`src/rtl/mem_axi_lsu.sv`:
```
// mem_axi_lsu: RISC-V load/store unit turning memory-stage requests into single-beat AXI4 transfers.
// Optional macro LSU_MISALIGN_CHECK_EN rejects misaligned accesses; otherwise they are force-aligned.
module mem_axi_lsu #(
    parameter int ID_WIDTH   = 13,
    parameter int ADDR_WIDTH = 64,
    parameter int DATA_WIDTH = 64
) (
    input  logic                    clk,
    input  logic                    reset,
    input  logic                    req_valid,
    output logic                    req_ready,
    input  logic                    req_write,
    input  logic [ADDR_WIDTH-1:0]   req_addr,
    input  logic [DATA_WIDTH-1:0]   req_wdata,
    input  logic [2:0]              req_funct3,
    output logic                    resp_valid,
    output logic [DATA_WIDTH-1:0]   resp_rdata,
    output logic                    resp_err,
    output logic                    misalign,
    output logic [ID_WIDTH-1:0]     m_axi_awid,
    output logic [ADDR_WIDTH-1:0]   m_axi_awaddr,
    output logic [7:0]              m_axi_awlen,
    output logic [2:0]              m_axi_awsize,
    output logic [1:0]              m_axi_awburst,
    output logic                    m_axi_awvalid,
    input  logic                    m_axi_awready,
    output logic [DATA_WIDTH-1:0]   m_axi_wdata,
    output logic [DATA_WIDTH/8-1:0] m_axi_wstrb,
    output logic                    m_axi_wlast,
    output logic                    m_axi_wvalid,
    input  logic                    m_axi_wready,
    input  logic                    m_axi_bvalid,
    output logic                    m_axi_bready,
    input  logic [1:0]              m_axi_bresp,
    output logic [ID_WIDTH-1:0]     m_axi_arid,
    output logic [ADDR_WIDTH-1:0]   m_axi_araddr,
    output logic [7:0]              m_axi_arlen,
    output logic [2:0]              m_axi_arsize,
    output logic [1:0]              m_axi_arburst,
    output logic                    m_axi_arvalid,
    input  logic                    m_axi_arready,
    input  logic                    m_axi_rvalid,
    output logic                    m_axi_rready,
    input  logic [DATA_WIDTH-1:0]   m_axi_rdata,
    input  logic [1:0]              m_axi_rresp,
    input  logic                    m_axi_rlast
);
    localparam int STRB_WIDTH = DATA_WIDTH / 8;
    localparam int OFF_WIDTH  = $clog2(STRB_WIDTH);

    typedef enum logic [2:0] {IDLE, RD_ADDR, RD_DATA, WR_REQ, WR_RESP, RESP} state_t;
    state_t state, state_next;

    logic [ADDR_WIDTH-1:0] addr_q;
    logic [DATA_WIDTH-1:0] wdata_q;
    logic [2:0]            funct3_q;
    logic                  write_q;
    logic                  aw_done, w_done;
    logic [DATA_WIDTH-1:0] rdata_q;
    logic                  err_q, misalign_q;

    logic [OFF_WIDTH-1:0]  req_low_mask;
    logic [ADDR_WIDTH-1:0] req_aligned_addr;
    logic                  req_illegal, req_misaligned, req_reject;
    logic [OFF_WIDTH-1:0]  off_q;
    logic [8:0]            size_bytes_mask;
    logic [DATA_WIDTH-1:0] lane_data, load_value;
    logic                  xfer_done;
    logic                  unused_rlast;

    assign req_low_mask     = OFF_WIDTH'((4'd1 << req_funct3[1:0]) - 4'd1);
    assign req_aligned_addr = {req_addr[ADDR_WIDTH-1:OFF_WIDTH], req_addr[OFF_WIDTH-1:0] & ~req_low_mask};
    // Loads have no unsigned doubleword form; stores never use funct3[2].
    assign req_illegal      = req_write ? req_funct3[2] : (req_funct3 == 3'b111);
`ifdef LSU_MISALIGN_CHECK_EN
    assign req_misaligned   = (req_addr[OFF_WIDTH-1:0] & req_low_mask) != '0;
`else
    assign req_misaligned   = 1'b0;
`endif
    assign req_reject       = req_illegal | req_misaligned;

    assign off_q           = addr_q[OFF_WIDTH-1:0];
    assign size_bytes_mask = (9'd1 << (4'd1 << funct3_q[1:0])) - 9'd1;
    assign xfer_done       = ((state == RD_DATA) && m_axi_rvalid) || ((state == WR_RESP) && m_axi_bvalid);
    assign unused_rlast    = m_axi_rlast;

    always_comb begin
        lane_data = m_axi_rdata >> {off_q, 3'b000};
        case (funct3_q[1:0])
            2'd0:    load_value = {{(DATA_WIDTH-8){~funct3_q[2] & lane_data[7]}}, lane_data[7:0]};
            2'd1:    load_value = {{(DATA_WIDTH-16){~funct3_q[2] & lane_data[15]}}, lane_data[15:0]};
            2'd2:    load_value = {{(DATA_WIDTH-32){~funct3_q[2] & lane_data[31]}}, lane_data[31:0]};
            default: load_value = lane_data;
        endcase
    end

    assign m_axi_awid    = ID_WIDTH'(1);
    assign m_axi_arid    = ID_WIDTH'(1);
    assign m_axi_awaddr  = addr_q;
    assign m_axi_araddr  = addr_q;
    assign m_axi_awlen   = 8'd0;
    assign m_axi_arlen   = 8'd0;
    assign m_axi_awsize  = {1'b0, funct3_q[1:0]};
    assign m_axi_arsize  = {1'b0, funct3_q[1:0]};
    assign m_axi_awburst = 2'b01;
    assign m_axi_arburst = 2'b01;
    assign m_axi_wlast   = 1'b1;
    assign m_axi_wdata   = wdata_q << {off_q, 3'b000};
    assign m_axi_wstrb   = STRB_WIDTH'(size_bytes_mask) << off_q;
    assign resp_rdata    = rdata_q;
    assign resp_err      = err_q;
    assign misalign      = misalign_q;

    always_ff @(posedge clk) begin
        if (reset) begin
            state      <= IDLE;
            addr_q     <= '0;
            wdata_q    <= '0;
            funct3_q   <= 3'd0;
            write_q    <= 1'b0;
            aw_done    <= 1'b0;
            w_done     <= 1'b0;
            rdata_q    <= '0;
            err_q      <= 1'b0;
            misalign_q <= 1'b0;
        end else begin
            state <= state_next;
            if ((state == IDLE) && req_valid) begin
                addr_q   <= req_aligned_addr;
                wdata_q  <= req_wdata;
                funct3_q <= req_funct3;
                write_q  <= req_write;
                aw_done  <= 1'b0;
                w_done   <= 1'b0;
                if (req_reject) begin
                    rdata_q    <= '0;
                    err_q      <= 1'b1;
                    misalign_q <= req_misaligned;
                end
            end
            if ((state == WR_REQ) && m_axi_awready) aw_done <= 1'b1;
            if ((state == WR_REQ) && m_axi_wready)  w_done  <= 1'b1;
            // Response fields are captured on the completing handshake and held until the next one.
            if (xfer_done) begin
                rdata_q    <= write_q ? '0 : load_value;
                err_q      <= (write_q ? m_axi_bresp : m_axi_rresp) != 2'b00;
                misalign_q <= 1'b0;
            end
        end
    end

    always_comb begin
        state_next    = state;
        req_ready     = 1'b0;
        resp_valid    = 1'b0;
        m_axi_arvalid = 1'b0;
        m_axi_awvalid = 1'b0;
        m_axi_wvalid  = 1'b0;
        m_axi_rready  = 1'b0;
        m_axi_bready  = 1'b0;
        case (state)
            IDLE: begin
                req_ready = 1'b1;
                if (req_valid) state_next = req_reject ? RESP : (req_write ? WR_REQ : RD_ADDR);
            end
            RD_ADDR: begin
                m_axi_arvalid = 1'b1;
                if (m_axi_arready) state_next = RD_DATA;
            end
            RD_DATA: begin
                m_axi_rready = 1'b1;
                if (m_axi_rvalid) state_next = RESP;
            end
            WR_REQ: begin
                m_axi_awvalid = ~aw_done;
                m_axi_wvalid  = ~w_done;
                if ((aw_done || m_axi_awready) && (w_done || m_axi_wready)) state_next = WR_RESP;
            end
            WR_RESP: begin
                m_axi_bready = 1'b1;
                if (m_axi_bvalid) state_next = RESP;
            end
            RESP: begin
                resp_valid = 1'b1;
                state_next = IDLE;
            end
            default: state_next = IDLE;
        endcase
    end
endmodule

```
`config.mk`:
```
export PLATFORM = sky130hd
export DESIGN_NAME = mem_axi_lsu
export DESIGN_NICKNAME = d
export VERILOG_FILES = /design/src/rtl/mem_axi_lsu.sv
export SDC_FILE = /design/constraint.sdc
export NUM_CORES = 1
export LEC_CHECK = 0
export ABC_AREA = 1
export BUFFER_PORTS_ARGS = -buffer_cell sky130_fd_sc_hd__buf_2
export CORE_AREA = 2 2 209 211
export DETAILED_ROUTE_END_ITERATION = 8
export DIE_AREA = 0 0 211 213
export GPL_ROUTABILITY_DRIVEN = 0
export SLEW_MARGIN = 10
export SYNTH_ARGS = -nofsm -noshare
export SYNTH_HDL_FRONTEND = slang
export SYNTH_SLANG_ARGS = --single-unit
```
`constraint.sdc`:
```
create_clock -name clk -period 2.75 [get_ports clk]
set_clock_uncertainty 0.15 [all_clocks]
set_input_delay 0.1375 -clock clk [delete_from_list [all_inputs] [get_ports clk]]
set_output_delay 0.1375 -clock clk [all_outputs]
set_load 0.01 [all_outputs]
```
### Word-level counts from Yosys, hierarchy flattened

Cells that the tools add are included.

| word-level totals | value |
|---|---|
| output and inout bits | 326 |
| input bits | 209 |
| logic and storage cells | 84 |
| register bits after elaboration | 202 |

| cells by class | value |
|---|---|
| equality and inequality tests | 13 |
| muxes and demuxes | 28 |
| bitwise gates (word level) | 8 |
| reduce and logical (&&, ||, !) cells | 18 |
| shift-type cells | 6 |
| add/subtract/negate cells | 2 |

Operator list:

| cell | count |
|---|---|
| $mux W64 | 4 |
| $pmux W64 S3 | 1 |
| $shl A64 B6 Y64 | 1 |
| $shr A64 B6 Y64 | 1 |
| $mux W3 | 6 |
| $pmux W3 S5 | 1 |
| $mux W1 | 14 |
| $reduce_bool A2 Y1 | 5 |
| $eq A3 B3 Y1 const B | 3 |
| $ne A2 B2 Y1 const B | 4 |
| $shl A1 B4 Y8 const A | 1 |
| $shl A8 B3 Y8 | 1 |
| $sub A8 B1 Y8 const B | 1 |
| $eq A3 B2 Y1 const B | 2 |
| $logic_and A1 B1 Y1 | 6 |
| $reduce_and A5 Y1 | 1 |
| $mux W2 | 2 |
| $shl A1 B2 Y4 const A | 1 |
| $and A1 B1 Y1 | 3 |
| $and A3 B3 Y3 | 1 |
| $eq A3 B1 Y1 const B | 1 |
| $logic_not A3 Y1 | 1 |
| $logic_or A1 B1 Y1 | 3 |
| $not A1 Y1 | 3 |
| other kinds (8) | 8 |

### Logic depth before layout (Yosys ltp)

| logic depth | value |
|---|---|
| word-level depth | 5 |
| mapped depth | 13 |
| depth with buffers taken out | 11 |

### Worst setup path after synthesis

OpenSTA, ideal clock, no wires.

| timing path | value |
|---|---|
| kind | register to output |
| from | reg addr_q[0], in the netlist m_axi_araddr[0] |
| to | out m_axi_wdata[50] |
| slack | 857 ps |
| stages on the path, launching flop included | 9 |
| required time | 2463 ps |
| arrival time | 1606 ps |
| buffers on the path | 4 |
| cells stage by stage | dfxtp_1 buf_4 buf_4 buf_6 buf_2 o21ai_0 nand2_1 o21ai_0 o21ai_0 |

| on the way | value |
|---|---|
| longest elaborated chain between the ends | 1 |

Ends and longest elaborated chain:

| element | RTL line | text |
|---|---|---|
| start, declared | 54 | `logic [ADDR_WIDTH-1:0] addr_q;` |
| start signal, assigned | 129 | `addr_q <= req_aligned_addr;` |
| $shl A64 B6 Y64 | 108 | `assign m_axi_wdata = wdata_q << {off_q, 3'b000};` |
| end, declared | 27 | `output logic [DATA_WIDTH-1:0] m_axi_wdata,` |

No other way between the ends.

### Final worst setup path

| timing path | value |
|---|---|
| from | reg addr_q[0], in the netlist m_axi_araddr[0] |
| to | out m_axi_wdata[58] |

Same word-level chain as after synthesis.

==> flow_metrics.tcl <==
set metrics [dict create \
    period_minus_slack_ps 2652 \
    critPathMostFrequentCell "o21ai_0" \
    synth.distinct_cells 38 \
    power_leakage_nw 7.863 \
    critPathMaxStageDelay_ps 560 \
    ir_worst_vdd_v 0.0004545 \
    ant_nets 0 \
    status "completed" \
    finalSetupViolCount 0 \
    dr_total_vias 14240 \
    finalCritPeriodShare_pct 96.44 \
    ys_ff_latch 202 \
    crit_path_end_kind "output port" \
    drv_cap 0 \
    overflow 0 \
    cts_buffer_depth 3 \
    use_met1_pct 25.75 \
    stdcell_area_sq_um 16520 \
    path_cells "buf_16 > o21ai_0 > o21ai_0 > o21ai_0 > buf_2" \
    synthCells 1810 \
    fin_cells 2888 \
    critPathTopFamily "compound AO/OA/AOI/OAI gates" \
    h-tree-depth 1 \
    grt_max_degree 121 \
    grt_pass1_wl_mm 75.00 \
    drt_iter0_markers 1250 \
    max-slew-margin-rel_pct 41.04 \
    cts.sinks 202 \
    p_total_mw 15.69 \
    grt.total_usage_pct 21.48 \
    met2_usage_pct 37.52 \
    grt_use_met3_pct 3.618 \
    syn_avg_cell_area_sq_um 6.447 \
    fin_ws_ps 97.84 \
    drt-wirelength-per-cell_um 17.73 \
    die_w_um 211 \
    cts_tree "built" \
    nets 2529 \
    chipHeight_um 213 \
    cp.required_ps 2460 \
    final_layout_size_suffix_gt1_share_pct 25.48 \
    slowest_stage "o21ai_0" \
    synth_edf_count 0 \
    setup.worst_path.start_class "register" \
    portBuffers 483 \
    dr.pass1.iters 6 \
    wl_mm 51.21 \
    grt_most_used_layer "met2" \
    viasPerCell 4.930 \
    worst-slew-pin-transition_ps 884.4 \
    clkTransAtPathRegs_ps 60 \
    synthFlopType "dfxtp_1" \
    power.density_nw_per_um2 950.3 \
    worstPathArrival_ps 2360 \
    placed_area_sq_um 13790 \
    drc_errors 0 \
    critPathBufInv 2 \
    num_rows 76 \
    die-area_sq_um 44940 \
    initial_core_util_pct 27.33 \
    path_max_fanout 50 \
    post-dp-hpwl_mm 36.26 \
    postSynth.asyncResetShare_pct 0 \
    placedCellCount 2665 \
    num_io_pins 535 \
    cts_root_buffer "clkbuf_16" \
    place_ws_ps 427.1 \
    hp-class "input port to register" \
    grt_pass1_vias 13100 \
    hold_viol 0 \
    synthesis.area_sq_um 11670 \
    syn_to_final_growth_pct 41.52 \
    insertion_delay_ps 570 \
    antenna_found_initial 2 \
    crit_type "register to output port" \
    yosysWarnings 0 \
    max_freq_mhz 377.1 \
    core_sq_um 42700 \
    slew_violations 0 \
    cts_buffers 27 \
    seq_area_frac_synth_pct 34.65 \
]
[final cells by class]
type,instances,area [sq um]
diodes,3,7.507
clock buffers,35,777.0
clock inverters,14,180.2
fillers,4450,26180
inverters,106,402.9
multi-input cells,1294,5899
flip-flops and latches,202,4056
well taps,546,683.2
repair buffers,688,4509
[cells by family (layout without fill, tap and decap cells)]
| group | Yosys count | after routing | synth area share [%] |
|---|---|---|---|
| DFF | 202 | 202 | 34.65 |
| buffers and inverters | 362 | 843 | 16.39 |
| other | 2 | 53 | 0.06435 |
| AOI/OAI and AO/OA | 537 | 537 | 24.30 |
| adders and majority gates | 1 | 1 | 0.1072 |
| and+or+nand+nor | 698 | 698 | 23.80 |
| muxes | 8 | 8 | 0.6862 |
[cells in the mapped netlist (11+ instances only)]
library cell  instances  share of area [%]
inv_1                96                3.1
o21ai_0             295                 13
a31oi_1              11               0.59
a21oi_1             166                7.1
nand3_1              74                3.2
nand2_1             377                 12
o21ai_1              16               0.69
dfxtp_1             202                 35
buf_4               125                8.0
buf_2                37                1.6
clkbuf_1             81                2.6
o211ai_1             21                1.4
nor2_1              232                7.5
[through the flow]
step / utilization, % / hold WS (ps) / TNS (ps)
after floorplan: - / 122.4 / 0
after global placement: 32.31 / 209.2 / 0
after detailed placement: 32.31 / 213.8 / 0
after CTS: 38.52 / 3.029 / 0
after global routing: 38.68 / 48.01 / -4.403
final: 38.68 / 9.672 / 0
[sequential cells by signal, indices dropped and copies added, names as in the netlist]
name          count
write_q           1
resp_rdata       64
funct3_q          3
state             3
wdata_q          64
m_axi_araddr     64
w_done            1
resp_err          1
aw_done           1
[worst min-delay path: stages]
cell    delay, ps
buf_2         110
inv_1          80
nor2_4         60
inv_4         120
nor2_1         90
nor2_1         90
[final timing paths]
| check | startpoint | endpoint | slack, ps | depth (start not counted) |
|---|---|---|---|---|
| setup / recovery | m_axi_araddr[0] | m_axi_wdata[58] | 100 | 5 |
| hold reg to reg | wdata_q[56] | wdata_q[56] | 300 | 2 |
| hold / removal | req_valid | wdata_q[25] | 10 | 6 |
| setup reg to reg | state[1] | resp_err | 190 | 9 |
[cell usage in the layout (no fill, tap or decap), types with 29 or more instances in the layout]
| master | n |
|---|---|
| dfxtp_1 | 198 |
| nand2_1 | 377 |
| nand3_1 | 74 |
| nor2_1 | 232 |
| buf_2 | 483 |
| o21ai_0 | 292 |
| conb_1 | 50 |
| dlygate4sd3_1 | 169 |
| a21oi_1 | 166 |
| inv_1 | 95 |
| clkbuf_16 | 29 |
[report_power, final]
group | switching (mW) | internal [mW]
clock network | 1.46 | 2.29
registers | 0.608 | 3.76
logic | 5.00 | 2.58
[what timing repair did]
| action | CTS | global route |
|---|---|---|
| buffers inserted | 0 | 1 |
| endpoints found under the hold margin | 160 | 0 |
| setup endpoints to repair | 4 | 22 |
| hold buffers | 169 | 0 |
| gates resized for setup | 2 | 9 |
| cloned | 0 | 1 |
| pin swaps | 0 | 1 |
[metal layers]
metal  up-vias  share of wire [%]
met3       146                8.2
met5         -                  0
li1       6797                  -
met4         0                4.6
met1      6505                 39
met2       789                 48
(Power assumes the default switching activity.)
